<file path="src/rtl/fetch_stage.sv">
`default_nettype none
// ============================================================================
// Module      : fetch_stage
// Description : Instruction-fetch stage with the IF/ID pipeline register.
//               Holds the PC, drives the instruction-memory address and
//               predicts the next PC from a direct-mapped BTB whose entries
//               carry 2-bit saturating direction counters. Honours stall,
//               flush and EX-stage redirect controls from the hazard unit.
// Revision    : 1.0 - initial release
// ============================================================================
module fetch_stage #(
  parameter logic [31:0] RESET_PC    = 32'h0000_0000,
  parameter int unsigned BTB_ENTRIES = 16
) (
  input  logic        clk,
  input  logic        rst_n,
  input  logic        pc_en,
  input  logic        if_id_en,
  input  logic        if_id_flush,
  input  logic        modify_pc_ex,
  input  logic [31:0] update_pc_ex,
  input  logic        ex_btb_update,
  input  logic [31:0] ex_pc,
  input  logic        ex_taken,
  input  logic [31:0] ex_target,
  output logic [31:0] imem_addr,
  input  logic [31:0] imem_rdata,
  output logic [31:0] if_id_pc,
  output logic [31:0] if_id_instr,
  output logic        if_id_valid,
  output logic        if_id_pred_taken,
  output logic [31:0] if_id_pred_target
);

  localparam int unsigned c_idx   = $clog2(BTB_ENTRIES);
  localparam int unsigned c_tag_w = 32 - c_idx - 2;
  localparam logic [31:0] c_nop   = 32'h0000_0013;

  // Program counter and IF/ID register
  logic [31:0]        r_pc;
  logic [31:0]        r_if_id_pc;
  logic [31:0]        r_if_id_instr;
  logic               r_if_id_valid;
  logic               r_if_id_pred_taken;
  logic [31:0]        r_if_id_pred_target;

  // BTB storage
  logic               r_btb_valid  [BTB_ENTRIES];
  logic [c_tag_w-1:0] r_btb_tag    [BTB_ENTRIES];
  logic [31:0]        r_btb_target [BTB_ENTRIES];
  logic [1:0]         r_btb_ctr    [BTB_ENTRIES];

  // Lookup side (indexed by the current PC)
  logic [c_idx-1:0]   w_rd_idx;
  logic [c_tag_w-1:0] w_rd_tag;
  logic               w_rd_hit;
  logic               w_pred_taken;
  logic [31:0]        w_pred_target;

  // Update side (indexed by the resolved EX PC)
  logic [31:0]        w_ex_pc_word;
  logic [c_idx-1:0]   w_wr_idx;
  logic [c_tag_w-1:0] w_wr_tag;
  logic               w_wr_hit;

  logic [31:0]        w_redirect_pc;
  logic [31:0]        w_pc_next;

  // BTB lookup: hit needs a valid entry with matching tag; taken needs ctr MSB
  always_comb begin
    w_rd_idx      = r_pc[c_idx+1:2];
    w_rd_tag      = r_pc[31:c_idx+2];
    w_rd_hit      = r_btb_valid[w_rd_idx] && (r_btb_tag[w_rd_idx] == w_rd_tag);
    w_pred_taken  = w_rd_hit && r_btb_ctr[w_rd_idx][1];
    w_pred_target = w_pred_taken ? r_btb_target[w_rd_idx] : 32'h0000_0000;
  end

  // BTB update addressing; the low two bits of the EX PC are never meaningful
  always_comb begin
    w_ex_pc_word = ex_pc & 32'hFFFF_FFFC;
    w_wr_idx     = w_ex_pc_word[c_idx+1:2];
    w_wr_tag     = w_ex_pc_word[31:c_idx+2];
    w_wr_hit     = r_btb_valid[w_wr_idx] && (r_btb_tag[w_wr_idx] == w_wr_tag);
  end

  // Next-PC selection: redirect beats stall, stall beats prediction
  always_comb begin
    w_redirect_pc = update_pc_ex & 32'hFFFF_FFFC;
    w_pc_next     = r_pc + 32'd4;
    if (modify_pc_ex) begin
      w_pc_next = w_redirect_pc;
    end else if (!pc_en) begin
      w_pc_next = r_pc;
    end else if (w_pred_taken) begin
      w_pc_next = w_pred_target;
    end
  end

  // PC register
  always_ff @(posedge clk or negedge rst_n) begin
    if (!rst_n) begin
      r_pc <= RESET_PC;
    end else begin
      r_pc <= w_pc_next;
    end
  end

  // BTB training; writes land after the edge so same-cycle lookups see old data
  always_ff @(posedge clk or negedge rst_n) begin
    if (!rst_n) begin
      for (int i = 0; i < BTB_ENTRIES; i++) begin
        r_btb_valid[i]  <= 1'b0;
        r_btb_tag[i]    <= '0;
        r_btb_target[i] <= 32'h0000_0000;
        r_btb_ctr[i]    <= 2'b00;
      end
    end else if (ex_btb_update) begin
      if (w_wr_hit) begin
        if (ex_taken) begin
          r_btb_target[w_wr_idx] <= ex_target;
          if (r_btb_ctr[w_wr_idx] != 2'b11) begin
            r_btb_ctr[w_wr_idx] <= r_btb_ctr[w_wr_idx] + 2'd1;
          end
        end else if (r_btb_ctr[w_wr_idx] != 2'b00) begin
          r_btb_ctr[w_wr_idx] <= r_btb_ctr[w_wr_idx] - 2'd1;
        end
      end else if (ex_taken) begin
        r_btb_valid[w_wr_idx]  <= 1'b1;
        r_btb_tag[w_wr_idx]    <= w_wr_tag;
        r_btb_target[w_wr_idx] <= ex_target;
        r_btb_ctr[w_wr_idx]    <= 2'b10;
      end
    end
  end

  // IF/ID register: flush inserts a NOP and wins over capture enable
  always_ff @(posedge clk or negedge rst_n) begin
    if (!rst_n) begin
      r_if_id_pc          <= 32'h0000_0000;
      r_if_id_instr       <= c_nop;
      r_if_id_valid       <= 1'b0;
      r_if_id_pred_taken  <= 1'b0;
      r_if_id_pred_target <= 32'h0000_0000;
    end else if (if_id_flush) begin
      r_if_id_pc          <= 32'h0000_0000;
      r_if_id_instr       <= c_nop;
      r_if_id_valid       <= 1'b0;
      r_if_id_pred_taken  <= 1'b0;
      r_if_id_pred_target <= 32'h0000_0000;
    end else if (if_id_en) begin
      r_if_id_pc          <= r_pc;
      r_if_id_instr       <= imem_rdata;
      r_if_id_valid       <= 1'b1;
      r_if_id_pred_taken  <= w_pred_taken;
      r_if_id_pred_target <= w_pred_target;
    end
  end

  assign imem_addr         = r_pc;
  assign if_id_pc          = r_if_id_pc;
  assign if_id_instr       = r_if_id_instr;
  assign if_id_valid       = r_if_id_valid;
  assign if_id_pred_taken  = r_if_id_pred_taken;
  assign if_id_pred_target = r_if_id_pred_target;

endmodule
`default_nettype wire

</file>
<file path="config.mk">
export PLATFORM = sky130hd
export DESIGN_NAME = fetch_stage
export DESIGN_NICKNAME = d
export VERILOG_FILES = /design/src/rtl/fetch_stage.sv
export SDC_FILE = /design/constraint.sdc
export NUM_CORES = 2
export LEC_CHECK = 0
export ABC_AREA = 1
export CORE_MARGIN = 3
export CORE_UTILIZATION = 35
export DETAILED_ROUTE_END_ITERATION = 7
export PLACE_DENSITY = 0.53
export SKIP_LAST_GASP = 1
export SLEW_MARGIN = 0
export SYNTH_ARGS = -nofsm -noshare
export SYNTH_HDL_FRONTEND = slang
export SYNTH_SLANG_ARGS = --single-unit
</file>
<file path="constraint.sdc">
create_clock -name clk -period 4.2 [get_ports clk]
set_input_delay 0.42 -clock clk [delete_from_list [all_inputs] [get_ports clk]]
set_output_delay 0.42 -clock clk [all_outputs]
set_load 0.01 [all_outputs]
</file>
# Yosys cells after proc, flatten, opt, wreduce, memory -nomap -nowiden
# Index checks and enable logic that the tools add are counted.
[op_classes] reduce_logical=12 n_addsub=3 magnitude_cmp=3 bitwise_logic=7 mux=52 n_eq_ne=4
[op_table] op="2-to-1 mux 32 bit" count=18
[op_table] op="bitwise mux 512 bit" count=1
[op_table] op="bitwise mux 416 bit" count=1
[op_table] op="binary-select mux 26 bit (select 4 bit)" count=2
[op_table] op="2-to-1 mux 26 bit" count=5
[op_table] op="binary-select mux 32 bit (select 4 bit)" count=1
[op_table] op="demux 32 bit (select 4 bit)" count=1
[op_table] op="demux 26 bit (select 4 bit)" count=1
[op_table] op="bitwise mux 32 bit" count=2
[op_table] op="equality test 26 bit" count=2
[op_table] op="adder 32 x 3 -> 32 bit, second input constant" count=1
[op_table] op="OR 16 bit" count=2
[op_table] op="AND 16 bit" count=1
[op_table] op="binary-select mux 2 bit (select 4 bit)" count=2
[op_table] op="inverter 16 bit" count=1
[op_table] op=">= comparator 5 bit, second input constant" count=2
[op_table] op="2-to-1 mux 2 bit" count=5
[op_table] op="inverter 4 -> 5 bit" count=2
[op_table] op="nonzero test 2 bit" count=5
[op_table] op="2-to-1 mux 1 bit" count=9
[op_table] op="binary-select mux 1 bit (select 4 bit)" count=2
[op_table] op="demux 2 bit (select 4 bit)" count=1
[op_table] op="< comparator 5 x 1 -> 1 bit, second input constant" count=1
[op_table] op="demux 1 bit (select 4 bit)" count=1
[op_table] op="9 further kinds" count=12
[word_totals] output_inout_bits=130 wordCells=151 register_bits=1106 input_bits=136

# Longest topological paths before layout
[logic_depth] ltp_word=11 depth_mapped=25 ltp_nobuf=21

# Least setup slack after synthesis
# OpenSTA, ideal clock, no wires.
[synth_path] kind="input-to-reg" startpoint="in ex_pc[3]" endpoint="reg r_btb_ctr[18] (netlist bit)" slack_ns=1.476 setup_ns=0.117 arrival_time_ns=2.607 n_path_buf=6 required_ns=4.083 path_stages=23 path_cell_list="buf_4 -> inv_4 -> nand2_2 -> inv_2 -> buf_6 -> buf_2 -> nand2_1 -> nand4_1 -> nand2_1 -> nand2_1 -> o21ai_0 -> nand2_1 -> nor2_1 -> nand3_1 -> nor2_4 -> nand2_4 -> buf_6 -> nand2_1 -> nand2_1 -> buf_6 -> buf_2 -> nand4_1 -> nand2_1"
[synth_between] elab_chain_cells=9 word_cells_on_any_way=34 cone_classes="add/sub: 2; order compare: 2; eq/ne: 3; mux: 18; bitwise: 3; reduce/logical: 6"
[synth_lines] item="start: declaration" line_no="23" text="input logic [31:0] ex_pc,"
[synth_lines] item="inverter 4 -> 5 bit (not written as such) (*)"
[synth_lines] item="binary-select mux 2 bit (select 4 bit) (tied with other cells)"
[synth_lines] item="2-to-1 mux 2 bit (not written as such) / logical AND 1 bit (equally long branches)"
[synth_lines] item="2-to-1 mux 2 bit, on equally long branches"
[synth_lines] item="subtractor 2 x 1 -> 2 bit (tied with other cells)" line_no="125" text="r_btb_ctr[w_wr_idx] <= r_btb_ctr[w_wr_idx] - 2'd1;"
[synth_lines] item="bitwise mux 32 bit (tied with other cells)" line_no="125"
[synth_lines] item="2-to-1 mux 32 bit (tied with other cells)" line_no="124" text="end else if (r_btb_ctr[w_wr_idx] != 2'b00) begin"
[synth_lines] item="2-to-1 mux 32 bit, on equally long branches" line_no="119, 127"
[synth_lines] item="2-to-1 mux 32 bit" line_no="118" text="if (w_wr_hit) begin"
[synth_lines] item="end signal: indexed assignment" line_no="122" text="r_btb_ctr[w_wr_idx] <= r_btb_ctr[w_wr_idx] + 2'd1;"
[synth_lines] item="end signal: indexed assignment" line_no="125"
[synth_lines] item="end: declaration" line_no="51" text="logic [1:0] r_btb_ctr [BTB_ENTRIES];"
# Mark *: on every way between the ends. The rest lies on a longest branch, timed or not. The select of a mux whose other input is x is not followed.
# A chain may end at the register's enable or synchronous reset.

# Worst setup path in the final report
[layout_path] startpoint="reg r_pc[2], in the netlist imem_addr[2]" endpoint="reg r_pc[10], in the netlist imem_addr[10]"
[layout_between] elab_chain_cells=11 word_cells_on_any_way=21 cone_classes="add/sub: 1; eq/ne: 1; mux: 16; bitwise: 1; reduce/logical: 2"
[layout_lines] item="start: declaration" line_no="40" text="logic [31:0] r_pc;"
[layout_lines] item="start signal: assignment" line_no="104" text="r_pc <= w_pc_next;"
[layout_lines] item="inverter 4 -> 5 bit (not written as such)" line_no="73, 74, 75"
[layout_lines] item="binary-select mux 26 bit (select 4 bit)" line_no="73" text="w_rd_hit = r_btb_valid[w_rd_idx] && (r_btb_tag[w_rd_idx] == w_rd_tag);"
[layout_lines] item="2-to-1 mux 26 bit (not written as such) (2 in a row)" line_no="73"
[layout_lines] item="equality test 26 bit" line_no="73"
[layout_lines] item="logical AND 1 bit" line_no="73"
[layout_lines] item="logical AND 1 bit" line_no="74" text="w_pred_taken = w_rd_hit && r_btb_ctr[w_rd_idx][1];"
[layout_lines] item="2-to-1 mux 32 bit" line_no="75" text="w_pred_target = w_pred_taken ? r_btb_target[w_rd_idx] : 32'h0000_0000;"
[layout_lines] item="2-to-1 mux 32 bit (*)" line_no="94" text="end else if (w_pred_taken) begin"
[layout_lines] item="2-to-1 mux 32 bit (*)" line_no="92" text="end else if (!pc_en) begin"
[layout_lines] item="2-to-1 mux 32 bit (*)" line_no="90" text="if (modify_pc_ex) begin"
# Marks and branches as above.

==> out/results.tsv <==
metric	value	unit
critPathKind	register to register	
yosysTopAreaCellShare	49.64	%
drc_errors	0	
setup_tns	0	ns
syn_inst	7501	
min_path_cells	3	
grt_pass1_wl	317.7	mm
worstHoldStart	update_pc_ex[28]	
synth_area_per_cell	7.413	um^2
grt_pass1_vias	48580	
hold_buffers	1	
place_area	60810	um^2
leakage	30.87	nW
multi_input_area	24450	um^2
synthAdderAreaFrac	0.06750	%
switching_share	32.76	%
ff_latch_area	27690	um^2
die_y	404.6	um
maxCapViolations	0	
synthXorXnorAreaFrac	0.4253	%
post_cts_buffers	0	
synth_mux_area_share	0	%
regToRegEndpoint	imem_addr[10]	
min_to	imem_addr[28]	
place_ws	0.2468	ns
utilization	41.55	%
setup-violations-final	0	
max_freq	268.3	MHz
rr_startpoint	imem_addr[2]	
p_int	21.64	mW
async_reset_ff_share	100.0	%
synthFlopType	dfrtp_1	
gp_congestion	0.8990	
status	finished clean	
critPathMostFrequentCell	nand2_1	
synth_most_common_cell	nand2_1	
placedCellCount	9448	
die-area	163700	um^2
synth_edf_count	0	
fin_cells	9683	
die_w	404.6	um
clockRootBuffer	clkbuf_16	
crit_arrival	4.44	ns
power_frac_seq	42.4	%
drive_gt1_share	5.969	%
slowest_delay	0.54	ns
stdcell_area	65280	um^2
synth_area	55610	um^2
tightest_slew	1.078	ns
yosysWarningCount	0	
cts_buffers	131	
clk_pin_slew	0.06	ns
io_buffers	261	
nNetsFinal	7663	
worst_path_max_delay_cell	dfrtp_4	
worst_clock_skew	0.04042	ns
cts_sinks	1106	
pin_count	266	
gr-total-overflow	0	
start_kind	register	
n_fill_cell	16180	
switchingPower	10.54	mW
relSlewSlack	27.90	%
synth.largest_area_cell	dfrtp_1	
clock_latency	0.80	ns
drv_slew	0	
clock_path_buffers	3	
ys_seq_elements	1106	
start_util	35.39	%
cp_cell_sequence	buf_12, nor2_1, nor2_1, o21ai_0, nand2_1, nand2_1, nand2_1, inv_1, nand3_1, and2_1, nand2_1, nor2_1, nand3_1, nor2_4, buf_4, nand2_1, o21ai_0, nand2_1, nand2_1	
min_period	3.727	ns
worst_slack	0.4734	ns
area_growth	17.40	%
worstPathRequired	4.91	ns
synth_nets	7640	
drt_iter0_drc	5630	
htreeDepth	4	
worstRegToRegCells	19	
grt_usage	25.58	%
ctsResizeCount	0	
ys_types	42	
crit_path_max_fanout	109	
drtAntennaViolNets	0	
reg2reg_slack	0.47	ns
ys_top_cells_by_count	2601 x nand2_1, 1514 x o21ai_0, 1103 x dfrtp_1	
avgRoutedWirePerCell	21.88	um
hold_class	primary input to register	
power_frac_comb	20.8	%
dp_hpwl	129.9	mm
rsz0062_at_grt	no	
cts_tree	built	
std_cell_rows	145	
peakVddDrop	454.4	uV
synth_compound_area_share	17.85	%
first_pass_iters	6	
hold_violations	0	
pwr_density_cell	493.0	nW/um^2
num_vias	51410	
drt-total-wl	211.9	mm
fin_crit_sh	88.73	%
synth_top_family_by_area	simple AND/OR/NAND/NOR gates	
end_kind	register	
grt_antenna_before_repair	9	
clkPwrFrac	36.8	%
synthTopCellsByArea	dfrtp_1 50%, nand2_1 18%, o21ai_0 14%	
synth-simple-area-share	25.40	%
seq_area_frac_synth	49.78	%
via_per_inst	5.310	
grt_max_degree	189	
core_area	157100	um^2
-- metrics by stage --
stage	total power [mW]	hold WS, ns
2_1_floorplan	17.69	0.1244
5_1_grt	33.99	0.2233
3_3_place_gp	20.30	0.4555
3_5_place_dp	20.44	0.4623
4_1_cts	32.41	0.1736
6_report	32.18	0.2305
-- power by group through the flow --
stage          combinational [mW]  sequential (mW)  clock, mW
2_1_floorplan                4.19             13.5          0
4_1_cts                      6.68             13.6       12.1
6_report                     6.68             13.7       11.8
3_3_place_gp                 6.56             13.7          0
5_1_grt                      7.60             13.9       12.5
3_5_place_dp                 6.65             13.8          0
-- flip-flops by register name, indices dropped and copies added, names as in the netlist --
name / count
if_id_instr: 32
if_id_pc: 32
if_id_pred_taken: 1
if_id_pred_target: 32
if_id_valid: 1
imem_addr: 32
r_btb_ctr: 32
r_btb_tag: 416
r_btb_target: 512
r_btb_valid: 16
-- worst max-delay path, delay by kind of cell, from the launching register on --
| kind | cells | cell delay [ns] |
|---|---|---|
| AND/OR/NAND/NOR | 14 | 1.78 |
| buffers and inverters | 3 | 0.82 |
| AO/OA/AOI/OAI | 2 | 0.29 |
| flip-flops | 1 | 0.54 |
-- how the worst max path moves through the flow --
stage	slack, ns	depth (start not counted)	end	start
final	0.47	19	imem_addr[10]	imem_addr[2]
after floorplan	1.48	23	r_btb_ctr[18]	ex_pc[3]
after detailed placement	0.25	17	r_btb_tag[269]	ex_pc[5]
after global placement	0.31	18	r_btb_tag[273]	ex_pc[4]
after global routing	0.24	17	if_id_pred_target[21]	imem_addr[2]
after CTS	0.57	19	imem_addr[21]	imem_addr[4]
-- layout by cell type (no fill, tap or decap), types with 41 or more instances in the layout --
cell type,netlist,layout
a21oi_1,83,83
buf_12,0,67
buf_4,12,117
clkbuf_16,0,131
clkdlybuf4s50_1,0,258
dfrtp_1,1103,1100
inv_1,320,317
nand2_1,2601,2588
nand3_1,238,231
nand4_1,41,41
nor2_1,706,697
o211ai_1,70,70
o21ai_0,1514,1514
o221ai_1,45,45
o22ai_1,50,50
-- per-layer routing --
layer  wire, um  GRT usage, %  share of wire [%]  vias up
met1      93400         35.23                 44    24960
met5          0             0                  0        -
met4       8838         10.48                4.2        0
met2      96490         40.32                 46     1716
met3      13150         3.772                6.2      324
li1           -             -                  -    24420
-- area by class of cell --
| class | count | area share [%] |
|---|---|---|
| clock inverter | 44 | 1.045 |
| multi-input combinational | 5508 | 37.46 |
| sequential | 1106 | 42.42 |
| inverter | 332 | 1.936 |
| clock buffer | 188 | 5.779 |
| antenna | 2 | 0.007667 |
| tap | 2058 | 3.944 |
| timing repair buffer | 445 | 7.412 |
-- kinds of logic (layout without fill, tap and decap cells) --
group	Yosys count	count (layout)
xor gates and xnor gates	27	27
AOI/OAI and AO/OA	1853	1853
and+or+nand+nor	3625	3625
DFF	1106	1106
other	0	2
buffers and inverters	887	1009
adders and majority gates	3	3
Power figures use the tool's default switching activity.
